===== config.mk =====
export PLATFORM = sky130hd
export DESIGN_NAME = sync_fork_tx
export DESIGN_NICKNAME = d
export VERILOG_FILES = /design/src/rtl/sync_fork_tx.sv
export SDC_FILE = /design/constraint.sdc
export NUM_CORES = 1
export LEC_CHECK = 0
export ABC_AREA = 1
export CORE_MARGIN = 2
export CORE_UTILIZATION = 45
export DETAILED_ROUTE_END_ITERATION = 12
export DONT_BUFFER_PORTS = 1
export PLACE_DENSITY_LB_ADDON = 0.25
export RECOVER_POWER = 100
export SETUP_SLACK_MARGIN = 0.2
export SYNTH_ARGS = -nofsm -noshare
export SYNTH_HDL_FRONTEND = slang
export SYNTH_SLANG_ARGS = --single-unit

===== constraint.sdc =====
create_clock -name clk -period 1.5 [get_ports clk]
set_clock_uncertainty 0.2 [all_clocks]
set_input_delay 0.15 -clock clk [delete_from_list [all_inputs] [get_ports clk]]
set_output_delay 0.15 -clock clk [all_outputs]
set_load 0.02 [all_outputs]

===== src/rtl/sync_fork_tx.sv =====
// sync_fork_tx: clocked sender that forks one producer word onto two
// independent four-phase bundled-data consumers. Each branch runs its own
// request/acknowledge cycle; the next word is taken only after both branches
// have returned to zero and neither synchronized acknowledge is still high.
module sync_fork_tx #(
  parameter int WIDTH       = 32,
  parameter int SYNC_STAGES = 2
) (
  input  logic             clk,
  input  logic             rst,
  input  logic             i_valid,
  output logic             o_ready,
  input  logic [WIDTH-1:0] i_data,
  output logic             o_req_0,
  input  logic             i_ack_0,
  output logic             o_req_1,
  input  logic             i_ack_1,
  output logic [WIDTH-1:0] o_data
);

  // Top-level handshake states
  localparam logic S_IDLE = 1'b0;
  localparam logic S_HS   = 1'b1;

  // Per-branch four-phase states
  localparam logic [1:0] B_REQ  = 2'd0;
  localparam logic [1:0] B_RTZ  = 2'd1;
  localparam logic [1:0] B_DONE = 2'd2;

  // Acknowledge synchronizers; the MSB is the synchronized level
  logic [SYNC_STAGES-1:0] r_sync_0;
  logic [SYNC_STAGES-1:0] r_sync_1;
  logic                   w_ack_s_0;
  logic                   w_ack_s_1;

  // Control state
  logic                   r_state;
  logic [1:0]             r_br_0;
  logic [1:0]             r_br_1;
  logic                   r_req_0;
  logic                   r_req_1;
  logic                   r_ready;
  logic [WIDTH-1:0]       r_data;

  // Next-state wires
  logic                   w_accept;
  logic [1:0]             w_br_0_nxt;
  logic [1:0]             w_br_1_nxt;
  logic                   w_req_0_nxt;
  logic                   w_req_1_nxt;
  logic                   w_state_nxt;
  logic                   w_ready_nxt;

  // One branch step: an accept restarts the branch with its request high;
  // otherwise REQ waits for ack high (dropping the request), RTZ waits for
  // ack low, and DONE ignores the acknowledge entirely. The unused encoding
  // falls back to DONE with the request low.
  function automatic logic [2:0] branch_step(input logic [1:0] st,
                                             input logic       req,
                                             input logic       ack_s,
                                             input logic       accept);
    logic [1:0] st_n;
    logic       req_n;
    st_n  = st;
    req_n = req;
    if (accept) begin
      st_n  = B_REQ;
      req_n = 1'b1;
    end else begin
      case (st)
        B_REQ: begin
          if (ack_s) begin
            st_n  = B_RTZ;
            req_n = 1'b0;
          end
        end
        B_RTZ: begin
          if (!ack_s) begin
            st_n = B_DONE;
          end
        end
        default: begin
          st_n  = B_DONE;
          req_n = 1'b0;
        end
      endcase
    end
    return {req_n, st_n};
  endfunction

  assign w_ack_s_0 = r_sync_0[SYNC_STAGES-1];
  assign w_ack_s_1 = r_sync_1[SYNC_STAGES-1];

  // A word is taken only from idle with ready already advertised
  assign w_accept = (r_state == S_IDLE) && i_valid && r_ready;

  // Advance both branches independently from their own synchronized acks
  always_comb begin
    {w_req_0_nxt, w_br_0_nxt} = branch_step(r_br_0, r_req_0, w_ack_s_0, w_accept);
    {w_req_1_nxt, w_br_1_nxt} = branch_step(r_br_1, r_req_1, w_ack_s_1, w_accept);
  end

  // Top FSM: leave the handshake on the edge the last branch reaches DONE;
  // ready is withheld while any synchronized ack is still high
  always_comb begin
    w_state_nxt = r_state;
    case (r_state)
      S_IDLE: begin
        if (w_accept) begin
          w_state_nxt = S_HS;
        end
      end
      default: begin
        if ((w_br_0_nxt == B_DONE) && (w_br_1_nxt == B_DONE)) begin
          w_state_nxt = S_IDLE;
        end
      end
    endcase
    w_ready_nxt = (w_state_nxt == S_IDLE) && !w_ack_s_0 && !w_ack_s_1;
  end

  // Bring the asynchronous acknowledges into the clk domain
  always_ff @(posedge clk) begin
    if (rst) begin
      r_sync_0 <= '0;
      r_sync_1 <= '0;
    end else begin
      r_sync_0 <= {r_sync_0[SYNC_STAGES-2:0], i_ack_0};
      r_sync_1 <= {r_sync_1[SYNC_STAGES-2:0], i_ack_1};
    end
  end

  // Register control state; reset abandons any handshake in flight
  always_ff @(posedge clk) begin
    if (rst) begin
      r_state <= S_IDLE;
      r_br_0  <= B_DONE;
      r_br_1  <= B_DONE;
      r_req_0 <= 1'b0;
      r_req_1 <= 1'b0;
      r_ready <= 1'b0;
    end else begin
      r_state <= w_state_nxt;
      r_br_0  <= w_br_0_nxt;
      r_br_1  <= w_br_1_nxt;
      r_req_0 <= w_req_0_nxt;
      r_req_1 <= w_req_1_nxt;
      r_ready <= w_ready_nxt;
    end
  end

  // Capture the bundled word on accept and hold it for both branches
  always_ff @(posedge clk) begin
    if (rst) begin
      r_data <= '0;
    end else if (w_accept) begin
      r_data <= i_data;
    end
  end

  assign o_ready = r_ready;
  assign o_req_0 = r_req_0;
  assign o_req_1 = r_req_1;
  assign o_data  = r_data;

endmodule


==> results.md <==
- Remaining antenna violation count after routing: 0
- Residual DRC count: 0
- Root Driver: clkbuf_4
- DRT Wirelength: between 3000 and 4000 um
- GRT Util Overall: around 19%
- Die H: 63.5 um
- Unrepaired setup endpoints after global routing: true
- GRT overflow: 0
- # clock sinks: between 40 and 50
- Largest net degree at the start of global routing: 36
- Pre-CTS setup slack: 0.257 ns
- H-tree Lvls: 2
- Width of the die: 63.5 um
- Slew Limit Fails: 0
- PnR worst setup slack: roughly 0.18 ns
- First-pass DRT Iterations: 2
- Nets: 261
- Hold WC Path Type: in -> reg
- Max stage delay cell, worst path: dfxtp_1
- DR vias: ~1300
- Type of the worst setup path: reg -> reg
- Pleak: between 0.8 and 0.9 nW
- Sequential share of the synthesized area: between 50% and 60%
- I/O Buffers: 0
- Number of synthesized register bits: between 40 and 50
- Worst skew pair latency: ~0.34 ns
- N_diodes: 0
- CTS Buffer Depth: 2
- First-pass GRT wire length: 5780 um
- Critical Path RT: ~1.5 ns
- Total die area: 4030 um^2
- RePlAce Congestion: between 0.5 and 0.6
- Fraction of layout cells with a size suffix above 1: approximately an eighth
- Setup Viol. Count Final: 0
- Worst setup EP type: flop
- Synth Warn #: 0
- Clock buffer count from CTS: 5
- Core Box Area: about 3400 um^2
- Netlist cell types: 20
- WL per Instance: 13.0 um
- Syn_nets: 224
- Hold violation total from the final report: slightly above 40
- Crit share post-route: between 80% and 90%
- Vias/cell: 4.79
- Post-DP HPWL: between 2000 and 2500 um
- Hold_buf cts: 36
- Post-Syn Area: approximately 1600 um^2
- # IOs: between 70 and 80
- Worst Tran Pin Value: approximately 0.35 ns
- Commonest cells after routing, fill and taps aside: nor2_1 (69), dfxtp_1 (44), dlygate4sd3_1 (35)
- Minimum clock period: between 1 and 1.5 ns
- VDD IR max: between 0.0006 and 0.0007 V
- TritonCTS clock tree: done
- Drt initial violations: 19
- Power Density: around 1100 nW/um^2
- Vias in the first global route: 1316
- Status: finished, violations left
- Initial Util: 47.4%
- Final hold slack: -0.340 ns
- Maximum fanout along the worst path: 10
- Max_cap viols: 0
- Crit path launch type: flop
- Avg Cell Area, Syn: approximately 8.5 um^2
- WP data arrival: around 1.4 ns
- Crit path cell chain: inv_1, nand3_1, buf_4, o21ai_0, nor2_1
- # rows: 21
- Reg clk slew, reported paths: around 0.12 ns
- Gate Count Post-Synth: approximately 190
- Fmax: between 0.7 and 0.8 GHz
- Setup tns final: 0 ns
- Initial antenna violation count: 0
- Worst path max stage delay: 0.32 ns
- Commonest non-fill, non-tap cell in the layout: nor2_1
- Failing checks: negative hold slack
- Slew headroom: between 70% and 80%
- Area grow syn2layout: 26.1%
==> critical path, delay by kind of cell, from the launching register on <==
kind,cells,cell delay (ns)
DFF,1,0.32
and+or+nand+nor,2,0.23
AOI/OAI and AO/OA,1,0.18
buffers and inverters,2,0.29
==> state kept, by name, indices dropped and copies added, names as in the netlist <==
register,cells
o_data,32
r_br_0,2
r_br_1,2
r_sync_0,2
r_sync_1,2
o_ready,1
o_req_0,1
o_req_1,1
r_state,1
==> worst paths after layout <==
check / start / endpoint / slack, ns / cells after the start
worst max-delay path: r_state / o_data[18] / 0.18 / 5
worst min-delay path: rst / o_req_0 / -0.34 / 1
worst max register to register: r_state / o_data[18] / 0.18 / 5
worst min register to register: r_sync_0[0] / r_sync_0[1] / 0.21 / 2
==> per-stage QoR <==
step	power (mW)	area (um^2)	util, %	instances	hold slack (ns)
final	2.19	2010	59.7	270	-0.340
after floorplan	1.60	1590	-	187	0.0570
after CTS	2.21	2010	59.9	271	-0.366
after global routing	2.32	2010	59.7	270	-0.374
after global placement	1.62	1610	47.8	228	0.0147
after detailed placement	1.63	1610	47.8	228	0.0145
==> cell families (layout without fill, tap and decap cells) <==
kind of cell	count (synthesis)	in the layout	share of synthesized area [%]
AO/OA/AOI/OAI	38	38	15.2
buffers and inverters	23	60	8.56
flip-flops	44	44	55.3
AND/OR/NAND/NOR	82	82	21.0
==> where the power goes <==
part           leakage (nW)  internal [mW]  switching, mW  total (mW)
combinational         0.428          0.149          0.151       0.300
clock                0.0281          0.173          0.327       0.500
sequential            0.361           1.25          0.135        1.39
==> final cells by class <==
type                    count  area [um^2]
clock inverters             1         5.00
multi-input cells         120          566
fillers                   308         1350
inverters                  12         47.5
repair buffers             41          412
flip-flops and latches     44          881
clock buffers               6         41.3
well taps                  46         57.6
==> layer usage <==
layer | track usage [%] | part of all wire (%) | vias up
li1 | - | - | 663
met1 | 16.9 | 37 | 585
met2 | 36.1 | 55 | 42
met3 | 6.61 | 7.0 | 4
met4 | 8.15 | 1.6 | 0
met5 | 0 | 0 | -
==> what timing repair did <==
action,in CTS,in global routing
hold endpoints to repair,44,41
setup endpoints to repair,0,26
setup buffers,0,0
resized for setup,0,9
==> cell usage after synthesis <==
cell | instances | area [um^2]
nor2_1 | 69 | 259
dfxtp_1 | 44 | 881
o21ai_0 | 16 | 80.1
o21ai_2 | 10 | 87.6
inv_1 | 9 | 33.8
nand2_1 | 8 | 30.0
o21ai_1 | 6 | 30.0
buf_4 | 4 | 30.0
buf_6 | 4 | 45.0
a21oi_2 | 2 | 17.5
buf_2 | 2 | 10.0
inv_2 | 2 | 7.51
nand3_1 | 2 | 10.0
nor4_2 | 2 | 25.0
o211ai_1 | 2 | 15.0
a21oi_1 | 1 | 5.00
clkbuf_1 | 1 | 3.75
inv_4 | 1 | 6.26
nand3_2 | 1 | 10.0
o21bai_1 | 1 | 7.51
No activity file was read; power rests on OpenSTA's default activity.
==> RTL edit 1: new RTL, config.mk and constraints unchanged <==
The parameter `SYNC_STAGES` goes from 2 to 4.
--- a/src/rtl/sync_fork_tx.sv
+++ b/src/rtl/sync_fork_tx.sv
@@ -5,5 +5,5 @@
 module sync_fork_tx #(
   parameter int WIDTH       = 32,
-  parameter int SYNC_STAGES = 2
+  parameter int SYNC_STAGES = 4
 ) (
   input  logic             clk,
Function: changed (a bounded check fails within 4 cycles, from zero or initial values and one cycle with rst high).
==> RTL edit 1 against the original RTL <==
  * The run still ends with negative hold slack left
  * Worst setup slack better by 28 ps
  * Count of clock-buffer cells in the layout down 1
  * Sequential share of layout area down 1.4 points
  * Synthesized area is 3.6% higher
  * Combinational power rose by 11%
  * Via count grew 10%
  * Sequential cell count increased by 4
  * Total power increased by 27%
  * Final area increased by 13%
  * Routed wire length up 6.9%
  * Largest cell class unchanged
==> RTL edit 1: results (changes against the original RTL) <==
| Metric | Value |
|---|---|
| Fraction of the yosys area taken by sequential cells | `58.18% (+2.9 points)` |
| Maximum number of pins on one net before global-route repair | `35 (-2.8%)` |
| Library cells used by synthesis | `17 (-15%)` |
| Standard cell area after detailed placement | `1662 sq um (+3.3%)` |
| Top cell types by occurrence after synthesis | `nor2_1 (73), dfxtp_1 (48), o21ai_0 (16)` |
| Wire length of the first global-routing pass | `6051 microns (+4.7%)` |
| Top_reg_cell synth | `dfxtp_1` |
| # port buffers | `0 (unchanged)` |
| Launch instance of the worst min-delay path | `i_valid` |
| Mean instance size in the synthesized netlist | `8.299 sq um (-2.6%)` |
| Worst min-delay path class | `input port to register` |
| Async SR Flop Fraction | `0% (unchanged)` |
| Congestion Overflow GR | `0 (unchanged)` |
| Clock Tree Buf Depth | `2 (unchanged)` |
| Post-CTS clock slew at the launch and capture registers of the worst setup and hold paths | `90 ps (-30 ps)` |
| Non-Filler Instances | `294 (+8.9%)` |
| All-layer global routing usage | `18.72% (+0.17 points)` |
| Post-Synthesis Net Count | `236 (+5.4%)` |
| Hold_ws | `-39.83 ps (+300.5 ps)` |
| Count of endpoints failing hold in the final timing report | `1 (-98%)` |
| CTS Buf Count | `5 (unchanged)` |
| Drt pass-1 iters | `4 (+2)` |
| Run status | `finished with violations` |
| Iteration-0 DRC count of the detailed router | `73 (+54)` |
| RD Place Congestion | `0.7436 (+24%)` |
| Clk Latency, worst-skew pair | `300 ps (-40 ps)` |
| Max_slew headroom | `68.61% (-8.1 points)` |
| IR drop worst, VDD | `0.5914 mV (-4.0%)` |
| Total of warnings raised by yosys | `0 (unchanged)` |
| Worst Path Max Fanout | `10 (unchanged)` |
| HPWL after detailed placement | `2246 microns (-2.1%)` |
| Net total in the final layout | `282 (+8.0%)` |
| Proportion of layout cells with a drive suffix above 1 | `7.317% (-4.7 points)` |
| Top cells by area, synth | `dfxtp_1 (58%), nor2_1 (17%), o21ai_0 (4.8%), o21ai_1 (4.5%), buf_6 (4.1%)` |
| Clock Tree Root | `clkbuf_8` |
| Vias | `1427 (+10%)` |
| Total leakage power | `0.0009470 uW (+16%)` |
| Number of hold buffers added after cts | `42 (+17%)` |
| Total Routed Length | `3767 microns (+6.9%)` |
| # DRC | `0 (unchanged)` |
| Failing checks | `negative hold slack` |
| Arrival time reported for the critical path endpoint | `1300 ps (-50 ps)` |
| H-tree levels | `2 (unchanged)` |
| Number of antenna violations at the first check in global routing | `0 (unchanged)` |
| Via count of the first global-routing pass | `1401 (+6.5%)` |
| Max reg flops | `32 (unchanged)` |
| Number of diodes | `0 (unchanged)` |
| Start point of the critical path | `r_state$_SDFF_PP0_` |
## RTL edit 1: final timing paths
kind	endpoint	slack, ps	cells past startpoint
max reg2reg	o_data[10]$_SDFFE_PP0P_	200	5
max	o_data[10]$_SDFFE_PP0P_	200	5
min	r_br_0[0]$_SDFF_PP0_	-40	3
min reg2reg	r_br_1[0]$_SDFF_PP0_	240	1
## RTL edit 1: power breakdown
group          total [uW]  switching [uW]  internal (uW)
Sequential           1510             149           1370
Clock                 926             424            502
Combinational         334             161            173
## RTL edit 1: per-stage QoR
stage          hold slack [ps]  setup WS, ps
3_3_place_gp             21.54         283.5
3_5_place_dp             23.05         246.0
2_1_floorplan            19.07         205.6
6_report                -39.83         203.3
4_1_cts                  3.619         220.5
5_1_grt                 -33.68         120.4
## RTL edit 1: cell families after synthesis
logic type      count (synthesis)  share of synthesized area (%)
compound gates                 38                          12.20
buf+inv                        27                          9.242
flops                          48                          58.18
simple gates                   86                          20.38
## RTL edit 1: per-layer routing
layer | share of wire (%) | vias to the layer above | routed length [microns] | global-route usage [%]
met1 | 40 | 651 | 1496 | 19.10
met4 | 1.5 | 0 | 58 | 7.713
met3 | 8.3 | 6 | 313 | 7.465
li1 | - | 715 | - | -
met5 | 0 | - | 0 | 0
met2 | 50 | 55 | 1898 | 33.85
## RTL edit 1: cell type report
| type | instances | area, sq um |
|---|---|---|
| clock inverters | 3 | 47.55 |
| clock buffers | 5 | 68.82 |
| inverters | 16 | 65.06 |
| fillers | 316 | 1343 |
| flip-flops and latches | 48 | 960.9 |
| well taps | 48 | 60.06 |
| repair buffers | 50 | 519.2 |
| multi-input cells | 124 | 541.8 |
## RTL edit 1: timing repair
action / CTS / global route
endpoints found under the hold margin: 47 / 1
gates resized for setup: 0 / 9
endpoints found under the setup margin: 0 / 28
buffers inserted: 0 / 3
## RTL edit 1: worst max-delay path, cell delays in order (launching register included)
cell,delay [ps]
dfxtp_1,310
inv_1,100
nand3_4,140
buf_4,200
o21ai_0,200
nor2_1,60
==> RTL edit 2: new RTL, config.mk and constraints unchanged <==
Without the edit above. Reset style: asynchronous (`rst`), changed in 3 clocked blocks.
--- a/src/rtl/sync_fork_tx.sv
+++ b/src/rtl/sync_fork_tx.sv
@@ -121,5 +121,5 @@
 
   // Bring the asynchronous acknowledges into the clk domain
-  always_ff @(posedge clk) begin
+  always_ff @(posedge clk or posedge rst) begin
     if (rst) begin
       r_sync_0 <= '0;
@@ -132,5 +132,5 @@
 
   // Register control state; reset abandons any handshake in flight
-  always_ff @(posedge clk) begin
+  always_ff @(posedge clk or posedge rst) begin
     if (rst) begin
       r_state <= S_IDLE;
@@ -151,5 +151,5 @@
 
   // Capture the bundled word on accept and hold it for both branches
-  always_ff @(posedge clk) begin
+  always_ff @(posedge clk or posedge rst) begin
     if (rst) begin
       r_data <= '0;
Formal check against the unedited RTL: differs if rst is asserted again (counterexample within 4 cycles, from zero or initial values and one cycle with rst high); with rst held inactive, the same outputs for 10 cycles.
==> RTL edit 2 against the original RTL <==
  * The flow still finishes with violations (negative hold slack)
  * Final area up 9.0%
  * Utilization up 1.0 points
  * Critical path depth down 4
  * Cell count down 1.9%
  * Synthesized area up 5.0%
  * Register-to-register slack better by 40 ps
  * Die area up 4.7%
  * Routed wire length up 9.5%
  * Sequential share of layout area up 6.5 points
  * Worst setup slack better by 35 ps
  * Sequential cell count unchanged
  * Critical endpoint is now o_ready
  * Largest cell class unchanged
Power is not compared: it rests on default switching activity, and its combinational part moved more than twofold at a synthesized area within 25%.
==> RTL edit 2: results (changes against the original RTL) <==
| Metric | Value |
|---|---|
| Worst Reg2Reg Path Length in Cells | `5 (unchanged)` |
| All-layer global routing usage | `20.22% (+1.7 points)` |
| Hold_ws | `-149.9 ps (+190.4 ps)` |
| Standard cell with the maximum stage delay on the critical path | `dfrtp_1` |
| Detailed-route wire length per cell | `14.56 microns (+12%)` |
| Top cells by area, synth | `dfrtp_1 (63%), nand2_1 (24%), buf_6 (4.7%), dfstp_2 (3.1%), inv_1 (1.6%)` |
| Run status | `finished with violations` |
| # port buffers | `0 (unchanged)` |
| Total Routed Length | `3858 microns (+9.5%)` |
| H-tree levels | `2 (unchanged)` |
| CTS Buf Count | `5 (unchanged)` |
| Via count of the first global-routing pass | `1405 (+6.8%)` |
| Arrival time reported for the critical path endpoint | `940 ps (-410 ps)` |
| HPWL after detailed placement | `2364 microns (+3.1%)` |
| Library cells used by synthesis | `11 (-45%)` |
| Number of diodes | `0 (unchanged)` |
| Cell Count Post-Placement | `221 (-3.1%)` |
| Clk Latency, worst-skew pair | `290 ps (-50 ps)` |
| Slew of the pin with the lowest slew margin | `496.3 ps (+146.3 ps)` |
| Proportion of layout cells with a drive suffix above 1 | `8.756% (-3.3 points)` |
| Number of hold buffers added after cts | `35 (-2.8%)` |
| Wire length of the first global-routing pass | `6292 microns (+8.8%)` |
| Post-Synthesis Net Count | `211 (-5.8%)` |
| Async SR Flop Fraction | `100.0% (+100 points)` |
| Count of endpoints failing hold in the final timing report | `4 (-90%)` |
| Worst setup slack before clock tree synthesis | `222.6 ps (-34.38 ps)` |
| Fraction of the yosys area taken by sequential cells | `65.92% (+11 points)` |
| Standard cell area after detailed placement | `1717 sq um (+6.8%)` |
| R2R Path End | `o_data[20]$_DFFE_PP0P_` |
| Worst Path Max Fanout | `2 (-8)` |
| Net total in the final layout | `253 (-3.1%)` |
| Post-CTS clock slew at the launch and capture registers of the worst setup and hold paths | `70 ps (-50 ps)` |
| Launch instance of the worst min-delay path | `i_valid` |
| Cell count after synthesis | `174 (-7.0%)` |
| Iteration-0 DRC count of the detailed router | `42 (+23)` |
| Top_reg_cell synth | `dfrtp_1` |
| Hold path endpoint | `o_req_0$_DFFE_PP0P_` |
| Worst stage delay on the critical path | `390 ps (+70 ps)` |
| Failing checks | `negative hold slack` |
| Hold-critical path depth | `2 (+1)` |
| R2r startpoint | `r_state$_DFF_PP0_` |
| Maximum number of pins on one net before global-route repair | `36 (unchanged)` |
| Total setup buffers inserted after CTS | `0 (unchanged)` |
| Drt pass-1 iters | `4 (+2)` |
| Top cell types by occurrence after synthesis | `nand2_1 (106), dfrtp_1 (42), buf_6 (7), inv_1 (7)` |
| Vias | `1253 (-3.2%)` |
| RD Place Congestion | `0.6249 (+4.6%)` |
| Clock Tree Root | `clkbuf_8` |
## RTL edit 2: worst register-to-register path: cells and delay by family (launching register included)
kind,cells,cell delay [ps]
buf+inv,2,320
flops,1,360
simple gates,3,290
## RTL edit 2: how the worst max path moves through the flow
stage	from	to	slack, ps	cells after the start
3_5_place_dp	r_state$_DFF_PP0_	o_data[31]$_DFFE_PP0P_	220	5
6_report	o_ready$_DFF_PP0_	o_ready	210	1
2_1_floorplan	o_ready$_DFF_PP0_	o_data[0]$_DFFE_PP0P_	260	5
3_3_place_gp	r_state$_DFF_PP0_	o_data[7]$_DFFE_PP0P_	280	5
4_1_cts	r_state$_DFF_PP0_	o_data[31]$_DFFE_PP0P_	210	5
5_1_grt	rst	o_data[24]$_DFFE_PP0P_	100	3
## RTL edit 2: power by group
part	internal [uW]	switching, uW
Sequential	1680	865
Combinational	346	456
Clock	374	376
Total	2400	1700
## RTL edit 2: logic make-up after synthesis
kind of cell / synth area share [%]
AO/OA/AOI/OAI: 1.495
buffers and inverters: 6.727
flip-flops: 65.92
AND/OR/NAND/NOR: 25.86
## RTL edit 2: repair_timing
action / 4_1_cts / 5_1_grt
endpoints found under the setup margin: 0 / 32
endpoints found under the hold margin: 82 / 4
gates resized for setup: 0 / 3
## RTL edit 2: layer usage
layer	global-route usage [%]	vias to the layer above	wire length, microns
met1	21.36	589	1587
li1	-	609	-
met4	9.574	0	80
met2	35.95	45	1958
met5	0	-	0
met3	6.771	10	232
## RTL edit 2: final cells by class
class	count	area, sq um
well taps	48	60.06
clock inverters	1	7.507
repair buffers	42	427.9
multi-input cells	114	465.4
flip-flops and latches	44	1104
inverters	9	40.04
fillers	302	1415
clock buffers	7	86.33
